File: src/rtl/consmax_pkg.sv
// Shared definitions for the ConSmax pack stage: default widths, the packed
// word layout carried through the output FIFO, and the FIFO depth.
// Optional row-sum feature: CONSMAX_PACK_ROWSUM_EN.
package consmax_pkg;

  localparam int DEF_IDATA_BIT = 8;
  localparam int DEF_CDATA_BIT = 8;
  localparam int DEF_NUM_LANES = 4;
  localparam int DEF_SUM_BIT   = DEF_IDATA_BIT + DEF_CDATA_BIT;
  localparam int FIFO_DEPTH    = 2;

`ifdef CONSMAX_PACK_ROWSUM_EN
  localparam bit ROWSUM_EN = 1'b1;
`else
  localparam bit ROWSUM_EN = 1'b0;
`endif

  // One output word at the default widths; sum sits above data, last in the LSB.
  typedef struct packed {
`ifdef CONSMAX_PACK_ROWSUM_EN
    logic [DEF_SUM_BIT-1:0]               sum;
`endif
    logic [DEF_NUM_LANES*DEF_IDATA_BIT-1:0] data;
    logic [DEF_NUM_LANES-1:0]               mask;
    logic                                   last;
  } word_t;

  // Flat FIFO entry width for an arbitrary parameterisation.
  function automatic int entry_bits(input int idata_bit, input int num_lanes,
                                    input int sum_bit, input bit rowsum_en);
    return idata_bit * num_lanes + num_lanes + 1 + (rowsum_en ? sum_bit : 0);
  endfunction

endpackage

File: src/rtl/consmax_pack_if.sv
// Output word stream of the ConSmax pack stage towards the score x V matmul.
// The row_sum signal exists only when CONSMAX_PACK_ROWSUM_EN is defined.
interface consmax_pack_if
  import consmax_pkg::*;
#(
  parameter int IDATA_BIT = DEF_IDATA_BIT,
  parameter int NUM_LANES = DEF_NUM_LANES
`ifdef CONSMAX_PACK_ROWSUM_EN
  ,
  parameter int SUM_BIT   = DEF_SUM_BIT
`endif
) ();

  logic [NUM_LANES*IDATA_BIT-1:0] odata;
  logic [NUM_LANES-1:0]           odata_mask;
  logic                           odata_last;
  logic                           odata_valid;
  logic                           odata_ready;
`ifdef CONSMAX_PACK_ROWSUM_EN
  logic [SUM_BIT-1:0]             row_sum;
`endif

  modport master (
    output odata, odata_mask, odata_last, odata_valid,
`ifdef CONSMAX_PACK_ROWSUM_EN
    output row_sum,
`endif
    input  odata_ready
  );

  modport slave (
    input  odata, odata_mask, odata_last, odata_valid,
`ifdef CONSMAX_PACK_ROWSUM_EN
    input  row_sum,
`endif
    output odata_ready
  );

endinterface

File: src/rtl/consmax_pack_fifo.sv
// Two-entry valid/ready word FIFO. A push into a full FIFO is accepted only
// when the head is popped in the same cycle; otherwise it is dropped and the
// drop strobe is raised for that cycle.
module consmax_pack_fifo
  import consmax_pkg::*;
#(
  parameter int WIDTH = 8
) (
  input  logic             clk,
  input  logic             rstn,
  input  logic             clr,
  input  logic             push,
  input  logic [WIDTH-1:0] push_data,
  input  logic             ready,
  output logic [WIDTH-1:0] head_data,
  output logic             head_valid,
  output logic             drop
);

  logic [WIDTH-1:0] mem [FIFO_DEPTH];
  logic             wr_ptr;
  logic             rd_ptr;
  logic [1:0]       count;
  logic             pop;
  logic             accept;

  // Handshake decode: pop on valid&&ready, push accepted if room or popping.
  always_comb begin
    head_valid = (count != 2'd0);
    pop        = head_valid && ready;
    accept     = push && ((count != 2'(FIFO_DEPTH)) || pop);
    drop       = push && !accept;
    head_data  = mem[rd_ptr];
  end

  // Pointer and occupancy bookkeeping.
  always_ff @(posedge clk) begin
    if (!rstn || clr) begin
      wr_ptr <= 1'b0;
      rd_ptr <= 1'b0;
      count  <= 2'd0;
    end else begin
      if (accept) wr_ptr <= ~wr_ptr;
      if (pop)    rd_ptr <= ~rd_ptr;
      case ({accept, pop})
        2'b10:   count <= count + 2'd1;
        2'b01:   count <= count - 2'd1;
        default: count <= count;
      endcase
    end
  end

  // Entry storage; contents are only observed through a valid head.
  always_ff @(posedge clk) begin
    if (accept) mem[wr_ptr] <= push_data;
  end

endmodule

File: src/rtl/consmax_pack.sv
// ConSmax pack stage: gathers the serial INT8 exp-score stream into
// NUM_LANES-wide words, tags row ends and buffers words in a 2-entry FIFO.
// Optional macro CONSMAX_PACK_ROWSUM_EN adds a per-row signed sum output.
module consmax_pack
  import consmax_pkg::*;
#(
  parameter int IDATA_BIT = DEF_IDATA_BIT,
  parameter int NUM_LANES = DEF_NUM_LANES,
  parameter int CDATA_BIT = DEF_CDATA_BIT,
  parameter int SUM_BIT   = IDATA_BIT + CDATA_BIT
) (
  input  logic                 clk,
  input  logic                 rstn,
  input  logic [CDATA_BIT-1:0] cfg_row_len,
  input  logic                 cfg_clr,
  input  logic [IDATA_BIT-1:0] idata,
  input  logic                 idata_valid,
  consmax_pack_if.master       obus,
  output logic                 err_overflow
);

  localparam int LANE_W  = $clog2(NUM_LANES);
  localparam int DATA_W  = NUM_LANES * IDATA_BIT;
  localparam int ENTRY_W = entry_bits(IDATA_BIT, NUM_LANES, SUM_BIT, ROWSUM_EN);
  localparam logic [LANE_W-1:0] LAST_LANE = LANE_W'(NUM_LANES - 1);

  logic [LANE_W-1:0]    lane_cnt;
  logic [CDATA_BIT-1:0] elem_cnt;
  logic [CDATA_BIT-1:0] row_len_q;
  logic [DATA_W-1:0]    asm_data;
  logic [NUM_LANES-1:0] asm_mask;

  logic [CDATA_BIT-1:0] cfg_len_eff;
  logic [CDATA_BIT-1:0] cur_len;
  logic                 row_last;
  logic                 word_done;
  logic [DATA_W-1:0]    word_data;
  logic [NUM_LANES-1:0] word_mask;
  logic [ENTRY_W-1:0]   push_entry;
  logic [ENTRY_W-1:0]   head_entry;
  logic [ENTRY_W-1:0]   head_gated;
  logic                 head_valid;
  logic                 drop;

  // Row-end detection (first element of a row uses the live config) and
  // the assembly word with the incoming element merged into its lane.
  always_comb begin
    cfg_len_eff = (cfg_row_len == '0) ? CDATA_BIT'(1) : cfg_row_len;
    cur_len     = (elem_cnt == '0) ? cfg_len_eff : row_len_q;
    row_last    = (elem_cnt == cur_len - CDATA_BIT'(1));
    word_done   = idata_valid && ((lane_cnt == LAST_LANE) || row_last);
    word_data   = asm_data;
    word_mask   = asm_mask;
    for (int i = 0; i < NUM_LANES; i++) begin
      if (lane_cnt == LANE_W'(i)) begin
        word_data[i*IDATA_BIT +: IDATA_BIT] = idata;
        word_mask[i] = 1'b1;
      end
    end
  end

  // Lane/element counters and the partial-word assembly register.
  always_ff @(posedge clk) begin
    if (!rstn || cfg_clr) begin
      lane_cnt  <= '0;
      elem_cnt  <= '0;
      row_len_q <= '0;
      asm_data  <= '0;
      asm_mask  <= '0;
    end else if (idata_valid) begin
      if (elem_cnt == '0) row_len_q <= cfg_len_eff;
      if (word_done) begin
        lane_cnt <= '0;
        asm_data <= '0;
        asm_mask <= '0;
        elem_cnt <= row_last ? '0 : elem_cnt + CDATA_BIT'(1);
      end else begin
        lane_cnt <= lane_cnt + LANE_W'(1);
        asm_data <= word_data;
        asm_mask <= word_mask;
        elem_cnt <= elem_cnt + CDATA_BIT'(1);
      end
    end
  end

`ifdef CONSMAX_PACK_ROWSUM_EN
  logic [SUM_BIT-1:0] sum_acc;
  logic [SUM_BIT-1:0] sum_next;
  logic [SUM_BIT-1:0] idata_sext;

  // Running signed row sum restarting at the first element of each row.
  always_comb begin
    idata_sext = {{(SUM_BIT-IDATA_BIT){idata[IDATA_BIT-1]}}, idata};
    sum_next   = (elem_cnt == '0) ? idata_sext : sum_acc + idata_sext;
    push_entry = {(row_last ? sum_next : '0), word_data, word_mask, row_last};
  end

  // Accumulator register.
  always_ff @(posedge clk) begin
    if (!rstn || cfg_clr) sum_acc <= '0;
    else if (idata_valid) sum_acc <= sum_next;
  end
`else
  // FIFO entry: data above mask above the last flag.
  always_comb begin
    push_entry = {word_data, word_mask, row_last};
  end
`endif

  consmax_pack_fifo #(.WIDTH(ENTRY_W)) u_fifo (
    .clk        (clk),
    .rstn       (rstn),
    .clr        (cfg_clr),
    .push       (word_done),
    .push_data  (push_entry),
    .ready      (obus.odata_ready),
    .head_data  (head_entry),
    .head_valid (head_valid),
    .drop       (drop)
  );

  // Sticky overflow flag set whenever a completed word could not be stored.
  always_ff @(posedge clk) begin
    if (!rstn || cfg_clr) err_overflow <= 1'b0;
    else if (drop)        err_overflow <= 1'b1;
  end

  assign head_gated       = head_valid ? head_entry : '0;
  assign obus.odata_valid = head_valid;
  assign obus.odata_last  = head_gated[0];
  assign obus.odata_mask  = head_gated[NUM_LANES:1];
  assign obus.odata       = head_gated[NUM_LANES+DATA_W:NUM_LANES+1];
`ifdef CONSMAX_PACK_ROWSUM_EN
  assign obus.row_sum     = head_gated[ENTRY_W-1 -: SUM_BIT];
`endif

endmodule

File: src/flat_wrapper.sv
// flat-port wrapper written by rule: the top's interface ports become plain ports
module consmax_pack_flat import consmax_pkg::*;
#(
  parameter int IDATA_BIT = DEF_IDATA_BIT,
  parameter int NUM_LANES = DEF_NUM_LANES,
  parameter int CDATA_BIT = DEF_CDATA_BIT,
  parameter int SUM_BIT   = IDATA_BIT + CDATA_BIT
)
  (clk, rstn, cfg_row_len, cfg_clr, idata, idata_valid, err_overflow, obus_odata, obus_odata_mask, obus_odata_last, obus_odata_valid, obus_odata_ready);
  consmax_pack_if #(.IDATA_BIT(IDATA_BIT), .NUM_LANES(NUM_LANES)) obus_i ();
  input  logic clk;
  input  logic rstn;
  input  logic [CDATA_BIT-1:0] cfg_row_len;
  input  logic cfg_clr;
  input  logic [IDATA_BIT-1:0] idata;
  input  logic idata_valid;
  output logic err_overflow;
  output wire logic [$bits(obus_i.odata)-1:0] obus_odata;
  output wire logic [$bits(obus_i.odata_mask)-1:0] obus_odata_mask;
  output wire logic [$bits(obus_i.odata_last)-1:0] obus_odata_last;
  output wire logic [$bits(obus_i.odata_valid)-1:0] obus_odata_valid;
  input wire logic [$bits(obus_i.odata_ready)-1:0] obus_odata_ready;
  assign obus_odata = obus_i.odata;
  assign obus_odata_mask = obus_i.odata_mask;
  assign obus_odata_last = obus_i.odata_last;
  assign obus_odata_valid = obus_i.odata_valid;
  assign obus_i.odata_ready = obus_odata_ready;
  consmax_pack #(.IDATA_BIT(IDATA_BIT), .NUM_LANES(NUM_LANES), .CDATA_BIT(CDATA_BIT), .SUM_BIT(SUM_BIT)) u_core (.clk(clk), .rstn(rstn), .cfg_row_len(cfg_row_len), .cfg_clr(cfg_clr), .idata(idata), .idata_valid(idata_valid), .obus(obus_i), .err_overflow(err_overflow));
endmodule
File: config.mk
export PLATFORM = sky130hd
export DESIGN_NAME = consmax_pack_flat
export DESIGN_NICKNAME = d
export VERILOG_FILES = /design/src/rtl/consmax_pkg.sv /design/src/rtl/consmax_pack_if.sv /design/src/rtl/consmax_pack_fifo.sv /design/src/rtl/consmax_pack.sv /design/src/flat_wrapper.sv
export SDC_FILE = /design/constraint.sdc
export NUM_CORES = 1
export LEC_CHECK = 0
export CORE_UTILIZATION = 52
export CTS_CLUSTER_DIAMETER = 100
export CTS_CLUSTER_SIZE = 10
export DETAILED_ROUTE_END_ITERATION = 8
export PLACE_DENSITY_LB_ADDON = 0.3
export SLEW_MARGIN = 15
export SYNTH_ARGS = -nofsm -noshare
export SYNTH_HDL_FRONTEND = slang
export SYNTH_HIERARCHICAL = 1
export SYNTH_SLANG_ARGS = --single-unit
File: constraint.sdc
create_clock -name clk -period 5.65 [get_ports clk]
set_clock_uncertainty 0.15 [all_clocks]
set_input_delay 1.13 -clock clk [delete_from_list [all_inputs] [get_ports clk]]
set_output_delay 1.13 -clock clk [all_outputs]
set_load 0.01 [all_outputs]
## Word level (Yosys, flattened, before mapping)

Memory sizes are Yosys's and may differ from the RTL's. A register that Yosys moved wholly into a read port is not among the register bits.
Index checks and enable logic that the tools add are counted.
Widths: inputs -> output; s select.

| storage, ports and cells | value |
|---|---|
| register bits | 59 |
| latch bits | 0 |
| RAM bits | 74 |
| bits in read-only memories | 0 |
| input port bits | 21 |
| output and inout port bits | 39 |
| logic and storage cells | 59 |
| memories | 1 |

| operators by class | value |
|---|---|
| $add $sub $neg | 5 |
| $mul | 0 |
| div/mod/pow operators | 0 |
| $lt $le $gt $ge | 0 |
| eq/ne operators | 7 |
| shift operators | 0 |
| mux-type cells | 21 |
| bitwise logic cells | 2 |
| reductions and logical operators | 14 |

Memories:

| memory | depth | width | rd ports | clocked after Yosys merged registers in | write ports | RTL line | RTL |
|---|---|---|---|---|---|---|---|
| u_core.u_fifo.mem | 2 | 37 | 1 | 1 | 1 | consmax_pack_fifo.sv:20 | `logic [WIDTH-1:0] mem [FIFO_DEPTH];` |

Operators with widths:

| operator | count |
|---|---|
| $mux 8 | 8 |
| $mux 37 | 1 |
| $mux 32 | 1 |
| $logic_not 8->1 | 2 |
| $add 8x1->8 const B | 1 |
| $eq 8x8->1 | 1 |
| $mux 1 | 8 |
| $sub 8x1->8 const B | 1 |
| $eq 2x2->1 const B | 3 |
| $add 2x1->2 const B | 2 |
| $eq 2x1->1 const B | 2 |
| $logic_and 1x1->1 | 4 |
| $mux 4 | 1 |
| $pmux 2 s2 | 1 |
| $reduce_bool 2->1 | 2 |
| $logic_or 1x1->1 | 3 |
| $logic_not 1->1 | 2 |
| $logic_not 2->1 | 1 |
| $mux 2 | 1 |
| $ne 2x2->1 const B | 1 |
| $not 1->1 | 2 |
| $sub 2x1->2 const B | 1 |

## Depth between registers and ports, before layout

| depth | value |
|---|---|
| word-level depth | 10 |
| gate-level depth with buffers | 16 |

## Cells and area by module

Netlist, hierarchy kept.

Modules (own cells, without submodules):

| module | instances | cells each | area each (sq um) |
|---|---|---|---|
| consmax_pack_fifo | 1 | 146 | 3090.5 |
| consmax_pack | 1 | 329 | 3056.7 |

## Worst setup path before layout

OpenSTA, ideal clock, no wires.

| path | value |
|---|---|
| path kind | input to register |
| from | input port cfg_row_len[4] |
| to | memory u_core/u_fifo/mem[0][0] (netlist bit) (enable) |
| arrival | 4.847 ns |
| data required time | 5.069 ns |
| setup slack | 0.222 ns |
| stages on the path | 11 |
| path buffers | 0 |
| cell sequence | nor4_1 a21oi_1 o21a_1 ha_1 xnor2_1 xnor2_1 nand4_1 nor3_2 o21a_1 o21ai_2 nor2_1 |

| on the way | value |
|---|---|
| cells in the longest elaborated chain, start to end | 10 |

Ends and longest elaborated chain:

| element | RTL line | RTL |
|---|---|---|
| start: declaration | flat_wrapper.sv:13 | `input logic [CDATA_BIT-1:0] cfg_row_len;` |
| $logic_not 8->1 | consmax_pack.sv:48 | `cfg_len_eff = (cfg_row_len == '0) ? CDATA_BIT'(1) : cfg_row_len;` |
| $mux 8 (*) | consmax_pack.sv:48 |  |
| $mux 8 (*) | consmax_pack.sv:49 | `cur_len = (elem_cnt == '0) ? cfg_len_eff : row_len_q;` |
| $sub 8x1->8 (*) | consmax_pack.sv:50 | `row_last = (elem_cnt == cur_len - CDATA_BIT'(1));` |
| $eq 8x8->1 (*) | consmax_pack.sv:50 |  |
| via u_core.push_entry[0] | consmax_pack.sv:39 | `logic [ENTRY_W-1:0] push_entry;` |
| $logic_or 1x1->1 (*) | consmax_pack.sv:51 | `word_done = idata_valid && ((lane_cnt == LAST_LANE) \|\| row_last);` |
| $logic_and 1x1->1 (*) | consmax_pack.sv:51 |  |
| via u_core.word_done | consmax_pack.sv:36 | `logic word_done;` |
| $logic_and 1x1->1 (*) | consmax_pack_fifo.sv:31 | `accept = push && ((count != 2'(FIFO_DEPTH)) \|\| pop);` |
| $mux 1 (*) | consmax_pack_fifo.sv:55 | `if (accept) mem[wr_ptr] <= push_data;` |
| $mux 1 (not written as such) (*) | consmax_pack_fifo.sv:55 |  |
| end: declaration | consmax_pack_fifo.sv:20 |  |

The timed path passes the listed nets; every way through them passes the cells marked *.

## Worst setup path after layout

| path | value |
|---|---|
| from | input port cfg_row_len[3] |
| to | memory u_core/u_fifo/mem[1][17] (netlist bit) (enable) |

Same word-level chain as after synthesis.

==> metrics.md <==
| Metric | Value |
|---|---|
| Buf+Inv Stages, Crit Path | `3` |
| Global placement routability congestion | `0.8769` |
| First-pass GRT wire length | `19.69 mm` |
| First drt pass iteration count | `4` |
| Final Power | `2.269 mW` |
| H-tree depth | `4` |
| Commonest non-fill, non-tap cells in the layout | `edfxtp_1 (74), clkdlybuf4s50_1 (59), dfxtp_1 (59)` |
| Hold wc startpoint | `u_core/asm_mask[3]` |
| Clock sink count | `134` |
| I/O pin count | `60` |
| Die Area | `12260 um^2` |
| Clk pin slew, worst setup/hold paths | `0.05 ns` |
| R2r endpoint | `u_core/u_fifo/mem[1][17]` |
| Post-synth EDFFs | `74` |
| Max stage delay on crit path | `0.51 ns` |
| Async SR Flop Fraction | `0%` |
| Critical Path RT | `5.54 ns` |
| RSZ-0062 raised after global routing | `no` |
| Grt ovf | `0` |
| Final Cycle Share | `83.87%` |
| Max cap viols | `0` |
| Worst slew pin tran | `0.8124 ns` |
| Yosys warnings | `6` |
| Number of global-route vias before repair | `3891` |
| Core Rows | `39` |
| Chip Width | `110.7 um` |
| Routed wire length per instance | `17.93 um` |
| Hold Path Depth | `1` |
| Resized cells post-CTS | `0` |
| Critical path type | `primary input to register` |
| Endpoints failing setup | `0` |
| DR vias/cell | `5.679` |
| Post-DP HPWL | `7.758 mm` |
| Reg2Reg Setup Slack | `1.31 ns` |
| Drc violations | `0` |
| Syn_nets | `503` |
| CP Max Fanout | `37` |
| Top post-synthesis cells by area | `edfxtp_1 (36%), dfxtp_1 (20%), mux2_2 (7.5%)` |
| Seq/Total Area, Yosys | `55.69%` |
| Mapped cell area | `6147 um^2` |
| CTS tree | `done` |
| Worst r2r src | `u_core/elem_cnt[0]` |
| Hold-fix buffers, CTS | `0` |
| CP Data Arrival Time | `4.63 ns` |
| Slew Viols, Final | `0` |
| Largest net degree at the start of global routing | `39` |
| Layout area overhead | `20.99%` |
| Core Area | `11470 um^2` |
| Detail Route Antenna Nets | `0` |
| Library cells used by synthesis | `50` |
| Fin util | `64.86%` |
| Worst Setup End Kind | `register` |
| Setup tns final | `0 ns` |
| Max VDD drop | `0.1926 mV` |
| Commonest non-fill, non-tap cell in the layout | `edfxtp_1` |
| Endpoints failing hold | `0` |
| Power Density | `305.0 nW/um^2` |
| R2r worst-path depth | `15` |
| Root Buffer | `clkbuf_16` |
| Status | `completed` |
| Gate Count Post-Synth | `475` |
| Antenna violations before repair | `0` |
| Startpoint Class | `primary input` |
| Top cell type's share of synthesized area | `36.15%` |
| Min-delay worst type | `register to register` |
| TritonCTS Buffers | `17` |
| Synth area leader | `edfxtp_1` |
| Vias post-DR | `3930` |
| Clock period minus worst slack | `4.738 ns` |
| CP delay by family, top | `buffers and inverters` |
| Initial core utilization | `53.61%` |
| Clock Latency Late Sink | `0.41 ns` |
| Achievable clock frequency | `211.0 MHz` |
| Clk buf depth | `2` |
| Yosys reg bits | `134` |
| Post-CTS Setup Bufs | `0` |
| Diodes inserted | `0` |
| Max_slew headroom | `45.84%` |
| First-iteration detailed-routing DRC count | `230` |
| Die Span Y | `110.7 um` |
| Static Leakage | `2.682 nW` |
| Synthesized area per cell | `12.94 um^2` |
| Total track usage | `20.91%` |
| Layout cells sized above 1 | `23.50%` |
| Worst path cell trace | `clkdlybuf4s50_1 -> nor4_1 -> a21oi_1 -> o21a_1 -> ha_1 -> xnor2_1 -> xnor2_1 -> nand4_1 -> nor3_2 -> buf_4 -> o21a_1 -> o21ai_2 -> nor2_4 -> buf_4` |
| Port Buffer Count | `59` |
| Synth Flop Type | `edfxtp_1` |
| Final Routed Wirelength | `12.41 mm` |
| # nets final | `564` |
| Hold EP | `u_core/asm_mask[3]` |
| Slowest-stage cell, CP | `clkdlybuf4s50_1` |
==> cell usage after synthesis, types with 3 or more instances <==
cell type,instances
inv_1,10
dfxtp_1,60
a21boi_0,9
nand3_1,10
nand2b_1,6
mux2i_1,5
nor3_1,5
buf_6,3
o21a_1,3
nand2_1,19
and2_1,37
a21oi_1,16
edfxtp_1,74
o21ai_0,5
buf_12,3
or2_2,6
a211oi_1,8
buf_2,3
a22o_1,28
mux2_4,30
xor2_1,9
ha_1,7
clkbuf_1,18
nor2_1,17
mux2_2,41
and3_1,4
xnor2_1,5
nor4_1,4
==> cells by family after synthesis <==
kind of cell             synth area share (%)
XOR/XNOR                                1.995
buffers and inverters                   3.480
flip-flops                              55.69
AND/OR/NAND/NOR                         11.44
multiplexers                            15.65
AO/OA/AOI/OAI                           10.32
adder cells (fa/ha/maj)                 1.425
==> per-layer routing <==
layer	vias up	GRT usage [%]	part of all wire [%]
met5	-	0	0
met4	0	8.444	1.3
met3	14	4.593	4.3
met2	113	34.16	49
met1	1921	27.06	45
li1	1882	-	-
==> registers in the layout, summed over array words and instances (netlist names), named ones only <==
register	cells
u_core/u_fifo/mem	74
u_core/asm_data	32
u_core/elem_cnt	8
u_core/row_len_q	8
u_core/asm_mask	4
u_core/lane_cnt	2
u_core/u_fifo/count	2
u_core/err_overflow	1
u_core/u_fifo/rd_ptr	1
u_core/u_fifo/wr_ptr	1
==> stage by stage <==
stage / worst slack (ns) / cell area [um^2] / cells / hold slack, ns
finish: 0.9116 / 7437 / 692 / 0.3130
global placement: 0.6761 / 6832 / 660 / 0.3002
global route: 0.6943 / 7437 / 692 / 0.3276
floorplan: 0.2220 / 6147 / 475 / 0.2863
detailed placement: 0.5341 / 6832 / 660 / 0.3062
CTS: 0.9546 / 7437 / 692 / 0.3146
==> worst register-to-register path: stages (launching register included) <==
cell,delay (ns)
dfxtp_1,0.34
inv_1,0.13
ha_1,0.25
or4b_4,0.53
nor2_1,0.20
mux2i_1,0.31
ha_1,0.26
xnor2_1,0.16
xnor2_1,0.15
nand4_1,0.17
nor3_2,0.17
buf_4,0.19
o21a_1,0.23
o21ai_2,0.15
nor2_4,0.10
buf_4,0.45
==> power breakdown <==
group / internal (mW) / leakage [nW] / switching (mW)
Combinational: 0.0527 / 1.29 / 0.0651
Sequential: 1.03 / 1.10 / 0.00563
Clock: 0.729 / 0.291 / 0.384
==> worst max path at each step <==
stage,startpoint,to,depth (start not counted)
after global placement,cfg_row_len[3],u_core/u_fifo/mem[1][14],14
final,cfg_row_len[3],u_core/u_fifo/mem[1][17],14
after CTS,cfg_row_len[3],u_core/u_fifo/mem[1][18],14
after global routing,cfg_row_len[3],u_core/u_fifo/mem[1][11],14
after detailed placement,cfg_row_len[3],u_core/u_fifo/mem[1][16],14
after floorplan,cfg_row_len[4],u_core/u_fifo/mem[0][0],11
==> cell type report <==
type / instances / area (um^2)
repair buffers: 69 / 665.6
clock buffers: 24 / 481.7
clock inverters: 8 / 123.9
well taps: 143 / 178.9
flip-flops and latches: 134 / 3425
fillers: 871 / 4030
inverters: 10 / 37.54
multi-input cells: 304 / 2525
Power figures use the tool's default switching activity.
